==> config.mk <==
export PLATFORM = sky130hd
export DESIGN_NAME = alu_exec_unit_flat
export DESIGN_NICKNAME = d
export VERILOG_FILES = /design/src/rtl/alu_pkg.sv /design/src/rtl/alu_exec_unit_if.sv /design/src/rtl/alu_muldiv_iter.sv /design/src/rtl/alu_exec_unit.sv /design/src/flat_wrapper.sv
export SDC_FILE = /design/constraint.sdc
export NUM_CORES = 1
export LEC_CHECK = 0
export CORE_ASPECT_RATIO = 1.4
export CORE_MARGIN = 2
export CORE_UTILIZATION = 55
export CTS_CLUSTER_DIAMETER = 50
export DETAILED_ROUTE_END_ITERATION = 16
export MAX_ROUTING_LAYER = met4
export PLACE_DENSITY = 0.76
export REMOVE_ABC_BUFFERS = 1
export SYNTH_ARGS = -nofsm -noshare
export SYNTH_HDL_FRONTEND = slang
export SYNTH_SLANG_ARGS = --single-unit
==> constraint.sdc <==
create_clock -name clk -period 4.1 [get_ports clk]
set_input_delay 0.82 -clock clk [delete_from_list [all_inputs] [get_ports clk]]
set_output_delay 0.82 -clock clk [all_outputs]
set_load 0.005 [all_outputs]
==> src/rtl/alu_pkg.sv <==
// Shared ALUop encoding, widths and execution-unit state encoding.
// The ALUop constants are the same ones the instruction decoder emits.
package alu_pkg;

  localparam int WIDTH        = 32;
  localparam int SHAMT_W      = 5;
  localparam int MULDIV_STEPS = 32;

  localparam logic [3:0] ALU_SLL  = 4'd0;
  localparam logic [3:0] ALU_SRA  = 4'd1;
  localparam logic [3:0] ALU_SRL  = 4'd2;
  localparam logic [3:0] ALU_MUL  = 4'd3;
  localparam logic [3:0] ALU_DIVU = 4'd4;
  localparam logic [3:0] ALU_ADD  = 4'd5;
  localparam logic [3:0] ALU_SUB  = 4'd6;
  localparam logic [3:0] ALU_AND  = 4'd7;
  localparam logic [3:0] ALU_OR   = 4'd8;
  localparam logic [3:0] ALU_XOR  = 4'd9;
  localparam logic [3:0] ALU_NOR  = 4'd10;
  localparam logic [3:0] ALU_SLT  = 4'd11;
  localparam logic [3:0] ALU_SLTU = 4'd12;

  typedef enum logic [1:0] {
    IDLE   = 2'd0,
    SHIFT  = 2'd1,
    MULDIV = 2'd2,
    DONE   = 2'd3
  } state_t;

  // Shifts occupy the lowest three codes.
  function automatic logic is_shift_op(input logic [3:0] op);
    return (op == ALU_SLL) || (op == ALU_SRA) || (op == ALU_SRL);
  endfunction

  function automatic logic is_muldiv_op(input logic [3:0] op);
    return (op == ALU_MUL) || (op == ALU_DIVU);
  endfunction

endpackage

==> src/rtl/alu_exec_unit_if.sv <==
// Operand/result handshake bundle between the issuing stage and the
// execution unit. master = issuer/consumer, slave = execution unit.
interface alu_exec_unit_if #(
  parameter int WIDTH = 32
);
  import alu_pkg::*;

  logic             InValid;
  logic             InReady;
  logic [3:0]       ALUop;
  logic [WIDTH-1:0] X;
  logic [WIDTH-1:0] Y;
  logic [WIDTH-1:0] Result;
  logic [WIDTH-1:0] Result2;
  logic             Equal;
  logic             OutValid;
  logic             OutReady;

  modport master (
    output InValid, ALUop, X, Y, OutReady,
    input  InReady, Result, Result2, Equal, OutValid
  );

  modport slave (
    input  InValid, ALUop, X, Y, OutReady,
    output InReady, Result, Result2, Equal, OutValid
  );

endinterface

==> src/rtl/alu_muldiv_iter.sv <==
// Iterative unsigned multiplier (shift-add) and restoring divider.
// One step per clock; STEPS steps after start the hi/lo pair holds
// product {hi,lo} or remainder (hi) / quotient (lo).
// done is high in the cycle whose closing edge performs the final step,
// so the controlling FSM can leave its wait state on that same edge.
module alu_muldiv_iter #(
  parameter int WIDTH = 32,
  parameter int STEPS = 32
) (
  input  logic             clk,
  input  logic             rst,
  input  logic             start,
  input  logic             is_div,
  input  logic [WIDTH-1:0] a,
  input  logic [WIDTH-1:0] b,
  output logic             busy,
  output logic             done,
  output logic [WIDTH-1:0] hi,
  output logic [WIDTH-1:0] lo
);
  import alu_pkg::*;

  localparam int CNT_W = $clog2(STEPS + 1);

  logic             busy_q;
  logic             div_q;
  logic [CNT_W-1:0] cnt_q;
  logic [WIDTH-1:0] hi_q;
  logic [WIDTH-1:0] lo_q;
  logic [WIDTH-1:0] opnd_q;

  logic [WIDTH:0]   mul_sum;
  logic [WIDTH:0]   div_shift;
  logic [WIDTH:0]   div_diff;

  // Step arithmetic: add multiplicand on lo[0]; trial-subtract divisor.
  always_comb begin
    mul_sum   = {1'b0, hi_q} + (lo_q[0] ? {1'b0, opnd_q} : '0);
    div_shift = {hi_q, lo_q[WIDTH-1]};
    div_diff  = div_shift - {1'b0, opnd_q};
  end

  // Control and the visible hi/lo pair; cleared by reset to abort work.
  always_ff @(posedge clk) begin
    if (rst) begin
      busy_q <= 1'b0;
      div_q  <= 1'b0;
      cnt_q  <= '0;
      hi_q   <= '0;
      lo_q   <= '0;
    end else if (start) begin
      busy_q <= 1'b1;
      div_q  <= is_div;
      cnt_q  <= CNT_W'(STEPS);
      hi_q   <= '0;
      lo_q   <= a;
    end else if (busy_q) begin
      if (div_q) begin
        if (!div_diff[WIDTH]) begin
          hi_q <= div_diff[WIDTH-1:0];
          lo_q <= {lo_q[WIDTH-2:0], 1'b1};
        end else begin
          hi_q <= div_shift[WIDTH-1:0];
          lo_q <= {lo_q[WIDTH-2:0], 1'b0};
        end
      end else begin
        hi_q <= mul_sum[WIDTH:1];
        lo_q <= {mul_sum[0], lo_q[WIDTH-1:1]};
      end
      cnt_q <= cnt_q - CNT_W'(1);
      if (cnt_q == CNT_W'(1)) busy_q <= 1'b0;
    end
  end

  // Multiplicand / divisor operand, loaded at start only.
  always_ff @(posedge clk) begin
    if (start) opnd_q <= b;
  end

  assign busy = busy_q;
  assign done = busy_q && (cnt_q == CNT_W'(1));
  assign hi   = hi_q;
  assign lo   = lo_q;

endmodule

==> src/rtl/alu_exec_unit.sv <==
// Multi-cycle ALU execution unit. Single-cycle logic/arithmetic ops,
// iterative 1-bit/cycle shifts, and 32-step mul/divu in a sub-module.
// One bundle in flight; results are held in DONE until taken.
module alu_exec_unit #(
  parameter int WIDTH        = 32,
  parameter int MULDIV_STEPS = 32
) (
  input  logic                 clk,
  input  logic                 rst,
  alu_exec_unit_if.slave       bus
);
  import alu_pkg::*;

  state_t             state;
  state_t             state_next;
  logic [3:0]         op_q;
  logic [WIDTH-1:0]   result_q;
  logic               equal_q;
  logic [SHAMT_W-1:0] shcnt_q;

  logic               accept;
  logic               md_start;
  logic               md_busy;
  logic               md_done;
  logic [WIDTH-1:0]   md_hi;
  logic [WIDTH-1:0]   md_lo;
  logic               md_sel;

  function automatic logic [WIDTH-1:0] alu_single(input logic [3:0] op,
                                                  input logic [WIDTH-1:0] a,
                                                  input logic [WIDTH-1:0] b);
    logic signed [WIDTH-1:0] sa;
    logic signed [WIDTH-1:0] sb;
    logic [WIDTH-1:0]        r;
    sa = a;
    sb = b;
    case (op)
      ALU_ADD:  r = a + b;
      ALU_SUB:  r = a - b;
      ALU_AND:  r = a & b;
      ALU_OR:   r = a | b;
      ALU_XOR:  r = a ^ b;
      ALU_NOR:  r = ~(a | b);
      ALU_SLT:  r = (sa < sb) ? WIDTH'(1) : '0;
      ALU_SLTU: r = (a < b) ? WIDTH'(1) : '0;
      default:  r = '0;
    endcase
    return r;
  endfunction

  function automatic logic [WIDTH-1:0] shift_step(input logic [3:0] op,
                                                  input logic [WIDTH-1:0] v);
    logic signed [WIDTH-1:0] sv;
    logic [WIDTH-1:0]        r;
    sv = v;
    case (op)
      ALU_SLL: r = {v[WIDTH-2:0], 1'b0};
      ALU_SRA: r = sv >>> 1;
      ALU_SRL: r = {1'b0, v[WIDTH-1:1]};
      default: r = v;
    endcase
    return r;
  endfunction

  assign accept = bus.InValid && (state == IDLE);
  assign md_sel = is_muldiv_op(op_q);

  alu_muldiv_iter #(
    .WIDTH (WIDTH),
    .STEPS (MULDIV_STEPS)
  ) u_muldiv (
    .clk    (clk),
    .rst    (rst),
    .start  (md_start),
    .is_div (bus.ALUop == ALU_DIVU),
    .a      (bus.X),
    .b      (bus.Y),
    .busy   (md_busy),
    .done   (md_done),
    .hi     (md_hi),
    .lo     (md_lo)
  );

  // State register.
  always_ff @(posedge clk) begin
    if (rst) state <= IDLE;
    else     state <= state_next;
  end

  // Next-state decode and mul/div launch.
  always_comb begin
    state_next = state;
    md_start   = 1'b0;
    case (state)
      IDLE: begin
        if (accept) begin
          if (is_shift_op(bus.ALUop)) begin
            state_next = (bus.Y[SHAMT_W-1:0] == '0) ? DONE : SHIFT;
          end else if (is_muldiv_op(bus.ALUop)) begin
            state_next = MULDIV;
            md_start   = 1'b1;
          end else begin
            state_next = DONE;
          end
        end
      end
      SHIFT:   if (shcnt_q == SHAMT_W'(1)) state_next = DONE;
      MULDIV:  if (md_busy && md_done) state_next = DONE;
      DONE:    if (bus.OutReady) state_next = IDLE;
      default: state_next = IDLE;
    endcase
  end

  // Operand capture, single-cycle result and the iterative shifter.
  always_ff @(posedge clk) begin
    if (rst) begin
      op_q     <= ALU_SLL;
      result_q <= '0;
      equal_q  <= 1'b0;
      shcnt_q  <= '0;
    end else begin
      case (state)
        IDLE: begin
          if (accept) begin
            op_q     <= bus.ALUop;
            equal_q  <= (bus.X == bus.Y);
            shcnt_q  <= bus.Y[SHAMT_W-1:0];
            result_q <= is_shift_op(bus.ALUop) ? bus.X
                                               : alu_single(bus.ALUop, bus.X, bus.Y);
          end
        end
        SHIFT: begin
          result_q <= shift_step(op_q, result_q);
          shcnt_q  <= shcnt_q - SHAMT_W'(1);
        end
        default: ;
      endcase
    end
  end

  assign bus.InReady  = (state == IDLE);
  assign bus.OutValid = (state == DONE);
  assign bus.Result   = md_sel ? md_lo : result_q;
  assign bus.Result2  = md_sel ? md_hi : '0;
  assign bus.Equal    = equal_q;

endmodule

==> src/flat_wrapper.sv <==
// flat-port wrapper written by rule: the top's interface ports become plain ports
module alu_exec_unit_flat import alu_pkg::*;
#(
  parameter int WIDTH        = 32,
  parameter int MULDIV_STEPS = 32
)
  (clk, rst, bus_InValid, bus_ALUop, bus_X, bus_Y, bus_OutReady, bus_InReady, bus_Result, bus_Result2, bus_Equal, bus_OutValid);
  alu_exec_unit_if #(.WIDTH(WIDTH)) bus_i ();
  input  logic clk;
  input  logic rst;
  input wire logic [$bits(bus_i.InValid)-1:0] bus_InValid;
  input wire logic [$bits(bus_i.ALUop)-1:0] bus_ALUop;
  input wire logic [$bits(bus_i.X)-1:0] bus_X;
  input wire logic [$bits(bus_i.Y)-1:0] bus_Y;
  input wire logic [$bits(bus_i.OutReady)-1:0] bus_OutReady;
  output wire logic [$bits(bus_i.InReady)-1:0] bus_InReady;
  output wire logic [$bits(bus_i.Result)-1:0] bus_Result;
  output wire logic [$bits(bus_i.Result2)-1:0] bus_Result2;
  output wire logic [$bits(bus_i.Equal)-1:0] bus_Equal;
  output wire logic [$bits(bus_i.OutValid)-1:0] bus_OutValid;
  assign bus_i.InValid = bus_InValid;
  assign bus_i.ALUop = bus_ALUop;
  assign bus_i.X = bus_X;
  assign bus_i.Y = bus_Y;
  assign bus_i.OutReady = bus_OutReady;
  assign bus_InReady = bus_i.InReady;
  assign bus_Result = bus_i.Result;
  assign bus_Result2 = bus_i.Result2;
  assign bus_Equal = bus_i.Equal;
  assign bus_OutValid = bus_i.OutValid;
  alu_exec_unit #(.WIDTH(WIDTH), .MULDIV_STEPS(MULDIV_STEPS)) u_core (.clk(clk), .rst(rst), .bus(bus_i));
endmodule
## After elaboration in Yosys (flattened, before gate mapping)

Index checks and enable logic that the tools add are counted.

| word-level totals | value |
|---|---|
| register bits | 148 |
| latch bits | 0 |
| memory bits (writable) | 0 |
| bits in read-only memories | 0 |
| input port bits | 72 |
| word-level logic and storage cells | 108 |
| memories | 0 |

| operators by class | value |
|---|---|
| add/sub/neg operators | 6 |
| multiply operators | 0 |
| divide/modulo/power cells | 0 |
| magnitude comparators | 2 |
| equality and inequality tests | 29 |
| shift operators | 0 |
| muxes and demuxes | 35 |
| bitwise logic cells | 4 |
| reduce and logical (&&, ||, !) cells | 19 |

Operator list:

| operator | number |
|---|---|
| $mux 32 | 10 |
| $pmux 32 s8 | 1 |
| $pmux 32 s3 | 1 |
| $lt 32x32->1 | 2 |
| $pmux 32 s2 | 1 |
| $add 32x33->33 | 1 |
| $sub 33x32->33 | 1 |
| $add 32x32->32 | 1 |
| $and 32x32->32 | 1 |
| $eq 32x32->1 | 1 |
| $not 32->32 | 1 |
| $or 32x32->32 | 1 |
| $sub 32x32->32 | 1 |
| $xor 32x32->32 | 1 |
| $eq 4x3->1 const B | 5 |
| $eq 4x4->1 const B | 5 |
| $eq 4x2->1 const B | 4 |
| $mux 2 | 6 |
| $mux 6 | 2 |
| $mux 1 | 11 |
| $pmux 5 s2 | 1 |
| $eq 4x1->1 const B | 2 |
| $logic_not 4->1 | 2 |
| $pmux 2 s4 | 1 |
| other kinds (20) | 32 |

## Logic depth before layout (Yosys ltp)

| depth | value |
|---|---|
| word-level depth | 7 |
| depth in mapped cells | 15 |

## Modules after synthesis

A second synthesis with hierarchy kept.

| unflattened totals | value |
|---|---|
| cells, all modules | 2262 |
| area total of the unflattened synthesis | 16933.7 um2 |

Modules (own cells, without submodules):

| module | times used | cells each | area an instance (um2) | sequential area each (um2) |
|---|---|---|---|---|
| alu_exec_unit | 1 | 1248 | 8683.3 | 880.8 |
| alu_muldiv_iter | 1 | 1014 | 8250.4 | 2402.3 |

## Worst setup path before layout

Ideal clock, no wire load.

| path | value |
|---|---|
| path type | in2reg |
| from | input port bus_ALUop[0] |
| to | register u_core.u_muldiv.opnd_q[0] (enable) |
| library setup time | 0.409 ns |
| arrival | 3.161 ns |
| setup slack | 0.530 ns |
| stages on the path | 6 |
| path buffers | 3 |
| cell sequence | clkbuf_1 nand2_1 o21a_1 nor3_1 clkbuf_1 clkbuf_1 |

| on the way | value |
|---|---|
| cells in the longest elaborated chain, start to end | 6 |
| elaborated cells on any way between the ends | 12 |

RTL lines:

| element | RTL line | source |
|---|---|---|
| from (decl) | flat_wrapper.sv:12 | `input wire logic [$bits(bus_i.ALUop)-1:0] bus_ALUop;` |
| $eq 4x2->1, or another cell as far along | alu_pkg.sv:36 | `return (op == ALU_MUL) \|\| (op == ALU_DIVU);` |
| $logic_or 1x1->1 (on tied branches) | alu_pkg.sv:36, alu_pkg.sv:32 |  |
| $mux 1 or $logic_or 1x1->1 (tied branches) | alu_exec_unit.sv:99, alu_pkg.sv:32 |  |
| $mux 1 * | alu_exec_unit.sv:97 | `if (is_shift_op(bus.ALUop)) begin` |
| $mux 1 * | alu_exec_unit.sv:96 | `if (accept) begin` |
| $mux 1 * | alu_exec_unit.sv:94 | `case (state)` |
| via u_core.md_start | alu_exec_unit.sv:22 | `logic md_start;` |
| to (signal assigned) | alu_muldiv_iter.sv:77 | `if (start) opnd_q <= b;` |
| to (decl) | alu_muldiv_iter.sv:30 | `logic [WIDTH-1:0] opnd_q;` |

Mark *: on every way through the listed nets, which the timed path passes. The rest lies on a longest branch.
A chain may end at the register's enable or synchronous reset.

## Final worst setup path

| path | value |
|---|---|
| from | register u_core.u_muldiv.lo_q[31] (netlist: u_core.u_muldiv.lo[31]) |
| to | register u_core.u_muldiv.hi_q[20] (netlist: u_core.u_muldiv.hi[20]) |

| on the way | value |
|---|---|
| cells in the longest elaborated chain, start to end | 3 |

RTL lines:

| element | RTL line | source |
|---|---|---|
| from (decl) | alu_muldiv_iter.sv:29 | `logic [WIDTH-1:0] lo_q;` |
| from (signal assigned) | alu_muldiv_iter.sv:61 | `lo_q <= {lo_q[WIDTH-2:0], 1'b1};` |
| from (signal assigned) | alu_muldiv_iter.sv:64 | `lo_q <= {lo_q[WIDTH-2:0], 1'b0};` |
| from (signal assigned) | alu_muldiv_iter.sv:68 | `lo_q <= {mul_sum[0], lo_q[WIDTH-1:1]};` |
| $sub 33x32->33 | alu_muldiv_iter.sv:40 | `div_diff = div_shift - {1'b0, opnd_q};` |
| $mux 32 | alu_muldiv_iter.sv:59 | `if (!div_diff[WIDTH]) begin` |
| $mux 32 | alu_muldiv_iter.sv:58 | `if (div_q) begin` |
| to (signal assigned) | alu_muldiv_iter.sv:60 | `hi_q <= div_diff[WIDTH-1:0];` |
| to (signal assigned) | alu_muldiv_iter.sv:63 | `hi_q <= div_shift[WIDTH-1:0];` |
| to (signal assigned) | alu_muldiv_iter.sv:67 | `hi_q <= mul_sum[WIDTH:1];` |
| to (decl) | alu_muldiv_iter.sv:28 | `logic [WIDTH-1:0] hi_q;` |

No other way between the ends.

==> results.sh <==
export IMPL_grt_pass1_vias=17600
export IMPL_utilization_pct=67.4
export IMPL_path_cells="inv_1 > ha_1 > fa_1 > nor2b_1 > o31a_1 > o211ai_2 > a211o_1 > and2_4 > o31a_4 > xor2_4 > buf_4 > or2_2 > o21ai_0 > nor3_1"
export IMPL_ir_drop_uv=318
export IMPL_htreeDepth=4
export IMPL_synthTopCellsByArea="ha_1 14%, dfxtp_1 14%, a21oi_1 6.8%"
export IMPL_cts_sinks=148
export IMPL_ios=139
export IMPL_numCtsBuffers=17
export IMPL_cap_violations=0
export IMPL_finalNetCount=2691
export IMPL_num_rows=75
export IMPL_synthFlopType="dfxtp_1"
export IMPL_routed_wl_um=61400
export IMPL_cts_root_buf="clkbuf_16"
export IMPL_critPathArrivalTime_ns=4.27
export IMPL_leakage_nw=8.60
export IMPL_post_cts_buffers=0
export IMPL_drc=0
export IMPL_grt_max_degree=100
export IMPL_syn_area_per_cell_um2=7.47
export IMPL_stdcell_count=2829
export IMPL_nFillCells=2642
export IMPL_fin_skew_ns=0.0122
export IMPL_crit_required_ns=4.44
export IMPL_vias=18200
export IMPL_dpl_cell_area_um2=19400
export IMPL_worst_slack_ns=0.177
export IMPL_synth_edf_count=32
export IMPL_synth_xor_xnor_area_share_pct=3.36
export IMPL_synth_top_area_share_pct=14.1
export IMPL_grt_setup_unrepaired="false"
export IMPL_relSlewSlack_pct=41.9
export IMPL_drtAntennaViolNets=0
export IMPL_die_h_um=209
export IMPL_synth_area_leader_cell="ha_1"
export IMPL_startpoint_type="flip-flop"
export IMPL_cts_buffer_depth=2
export IMPL_viasPerCell=6.43
export IMPL_timing_fmax_mhz=255
export IMPL_slew_viol_final=0
export IMPL_crit_slowest_cell="dfxtp_1"
export IMPL_multi_input_area_um2=12100
export IMPL_setup_tns_ns=0
export IMPL_pre_cts_ws_ns=-0.307
export IMPL_crit_fanout=15
export IMPL_yosysUniqueCellTypes=88
export IMPL_gp_congestion=1.01
export IMPL_finalSetupViolCount=0
export IMPL_drt_initial_drc_count=1273
export IMPL_ctsResizeCount=0
export IMPL_status="finished, final reports clean"
export IMPL_hp_class="flip-flop to flip-flop"
export IMPL_insertion_delay_ns=0.47
export IMPL_synth_compound_area_share_pct=30.2
export IMPL_reg2reg_slack_ns=0.18
export IMPL_ys_warn_count=0
export IMPL_synth_top_family_by_area="compound AO/OA/AOI/OAI gates"
export IMPL_drive_gt1_share_pct=12.9
export IMPL_grt_overflow=0
export IMPL_synthAdderAreaFrac_pct=14.6
export IMPL_core_area_um2=29700
export IMPL_final_area_um2=20000
export IMPL_critPathMaxStageDelay_ns=0.42
export IMPL_grt_usage_pct=39.5
export IMPL_synthCells=2207
export IMPL_period_share_pct=95.7
export IMPL_grt_pass1_wl_um=94100
export IMPL_cts_tree="done"
export IMPL_clk_pin_slew_ns=0.07
export IMPL_ys_seq_elements=148
export IMPL_cts_hold_buf=0
export IMPL_path_class="flip-flop to flip-flop"
export IMPL_place_inst=2795
export IMPL_fin_hold_ws_ns=0.500
export IMPL_tightest_slew_ns=0.867
export IMPL_dieArea_um2=31400
export IMPL_endpoint_kind="flip-flop"
export IMPL_antenna_found_initial=2
export IMPL_dr_pass1_iters=5
export IMPL_synthSimpleGateAreaFrac_pct=19.4
export IMPL_p_per_area_nw_per_um2=340
export IMPL_total_power_mw=6.81
export IMPL_min_period_ns=3.92
export IMPL_netlist_area_um2=16500
export IMPL_portBuffers=138
export IMPL_synthMuxAreaShare_pct=5.73
export IMPL_wire_per_inst_um=21.7
export IMPL_async_reset_ff_share_pct=0
export IMPL_initial_core_util_pct=55.4
export IMPL_final_hold_violation_count=0
export IMPL_seq_area_um2=3290
export IMPL_die_x_um=150
export IMPL_detailed_place_hpwl_um=46900
export IMPL_syn2layout_area_growth_pct=21.6
export IMPL_ys_seq_area_share_pct=19.9
[sequential cells by signal, indices dropped and copies added, names as in the netlist]
signal                  count
u_core.result_q            32
u_core.u_muldiv.hi         32
u_core.u_muldiv.lo         32
u_core.u_muldiv.opnd_q     32
u_core.u_muldiv.cnt_q       6
u_core.shcnt_q              5
u_core.op_q                 4
u_core.state                2
u_core.bus.Equal            1
u_core.u_muldiv.busy        1
u_core.u_muldiv.div_q       1
[cell families (layout without fill, tap and decap cells)]
logic type               Yosys count  count (layout)
AO/OA/AOI/OAI                    753             753
AND/OR/NAND/NOR                  681             681
buffers and inverters            287             522
adder cells (fa/ha/maj)          190             190
flip-flops                       148             148
multiplexers                      87              87
XOR/XNOR                          61              61
other                              0               2
[synthesized netlist by cell type, types with 7 or more instances]
library cell and count:
nor4_1 11, xor2_1 22, nand4_1 20, o211ai_1 8, o22ai_1 18, a21oi_1 223, a21o_1 44, and2_1 62
nor2b_1 21, o21bai_1 21, mux2_2 35, nand2b_1 21, nor3_1 52, o2111ai_1 14, a211oi_1 65, or2_2 8
a2111oi_0 9, nor2_1 207, nand2_1 188, inv_1 154, dfxtp_1 116, edfxtp_1 32, buf_2 9, and3_1 8
o21ai_0 136, buf_1 9, mux2i_1 46, o31ai_1 13, a221oi_1 20, a211o_1 9, xnor2_1 38, o21a_1 21
nand3b_1 7, clkbuf_1 111, a31oi_1 21, ha_1 186, o221ai_1 8, nand3_1 45, or3_1 11, a221o_1 14
a22oi_1 22, o311ai_0 9
[cell usage in the layout, fill, tap and decap left out, types with 50 or more instances in the layout]
cell	instances
nand2_1	188
a21oi_1	222
nor2_1	203
nor3_1	50
dfxtp_1	114
buf_4	194
ha_1	185
inv_1	154
o21ai_0	136
clkdlybuf4s50_1	137
and2_1	61
a211oi_1	64
[area by class of cell]
| class | instances | share of cell area [%] |
|---|---|---|
| Antenna cell | 2 | 0.0250 |
| Clock buffer | 19 | 2.26 |
| Clock inverter | 13 | 0.924 |
| Inverter | 154 | 2.88 |
| Multi-Input combinational cell | 1772 | 60.5 |
| Sequential cell | 148 | 16.4 |
| Tap cell | 385 | 2.40 |
| Timing Repair Buffer | 336 | 14.5 |
[power breakdown]
group	switching [mW]	internal (mW)
clock	0.763	1.01
combinational	1.78	1.32
sequential	0.249	1.69
[per-layer routing]
layer | GRT usage, % | routed length, um | part of all wire, %
met3 | 4.41 | 3960 | 6.5
met5 | - | 0 | 0
met4 | 22.7 | 3490 | 5.7
met2 | 66.4 | 30600 | 50
met1 | 44.9 | 23400 | 38
[worst max-delay path, delay by kind of cell, from the launching register on]
family                   cells  cell delay (ns)
AO/OA/AOI/OAI                5             1.42
AND/OR/NAND/NOR              4             0.83
adder cells (fa/ha/maj)      2             0.63
flip-flops                   1             0.42
buffers and inverters        2             0.33
XOR/XNOR                     1             0.18
[path summary, 6_finish.rpt]
path                                        startpoint  cells after the start                     end
worst max-delay path            u_core.u_muldiv.lo[31]                     14  u_core.u_muldiv.hi[20]
worst max register to register  u_core.u_muldiv.lo[31]                     14  u_core.u_muldiv.hi[20]
worst min register to register     u_core.result_q[18]                      2     u_core.result_q[18]
worst min-delay path               u_core.result_q[18]                      2     u_core.result_q[18]
Power figures use the tool's default switching activity.
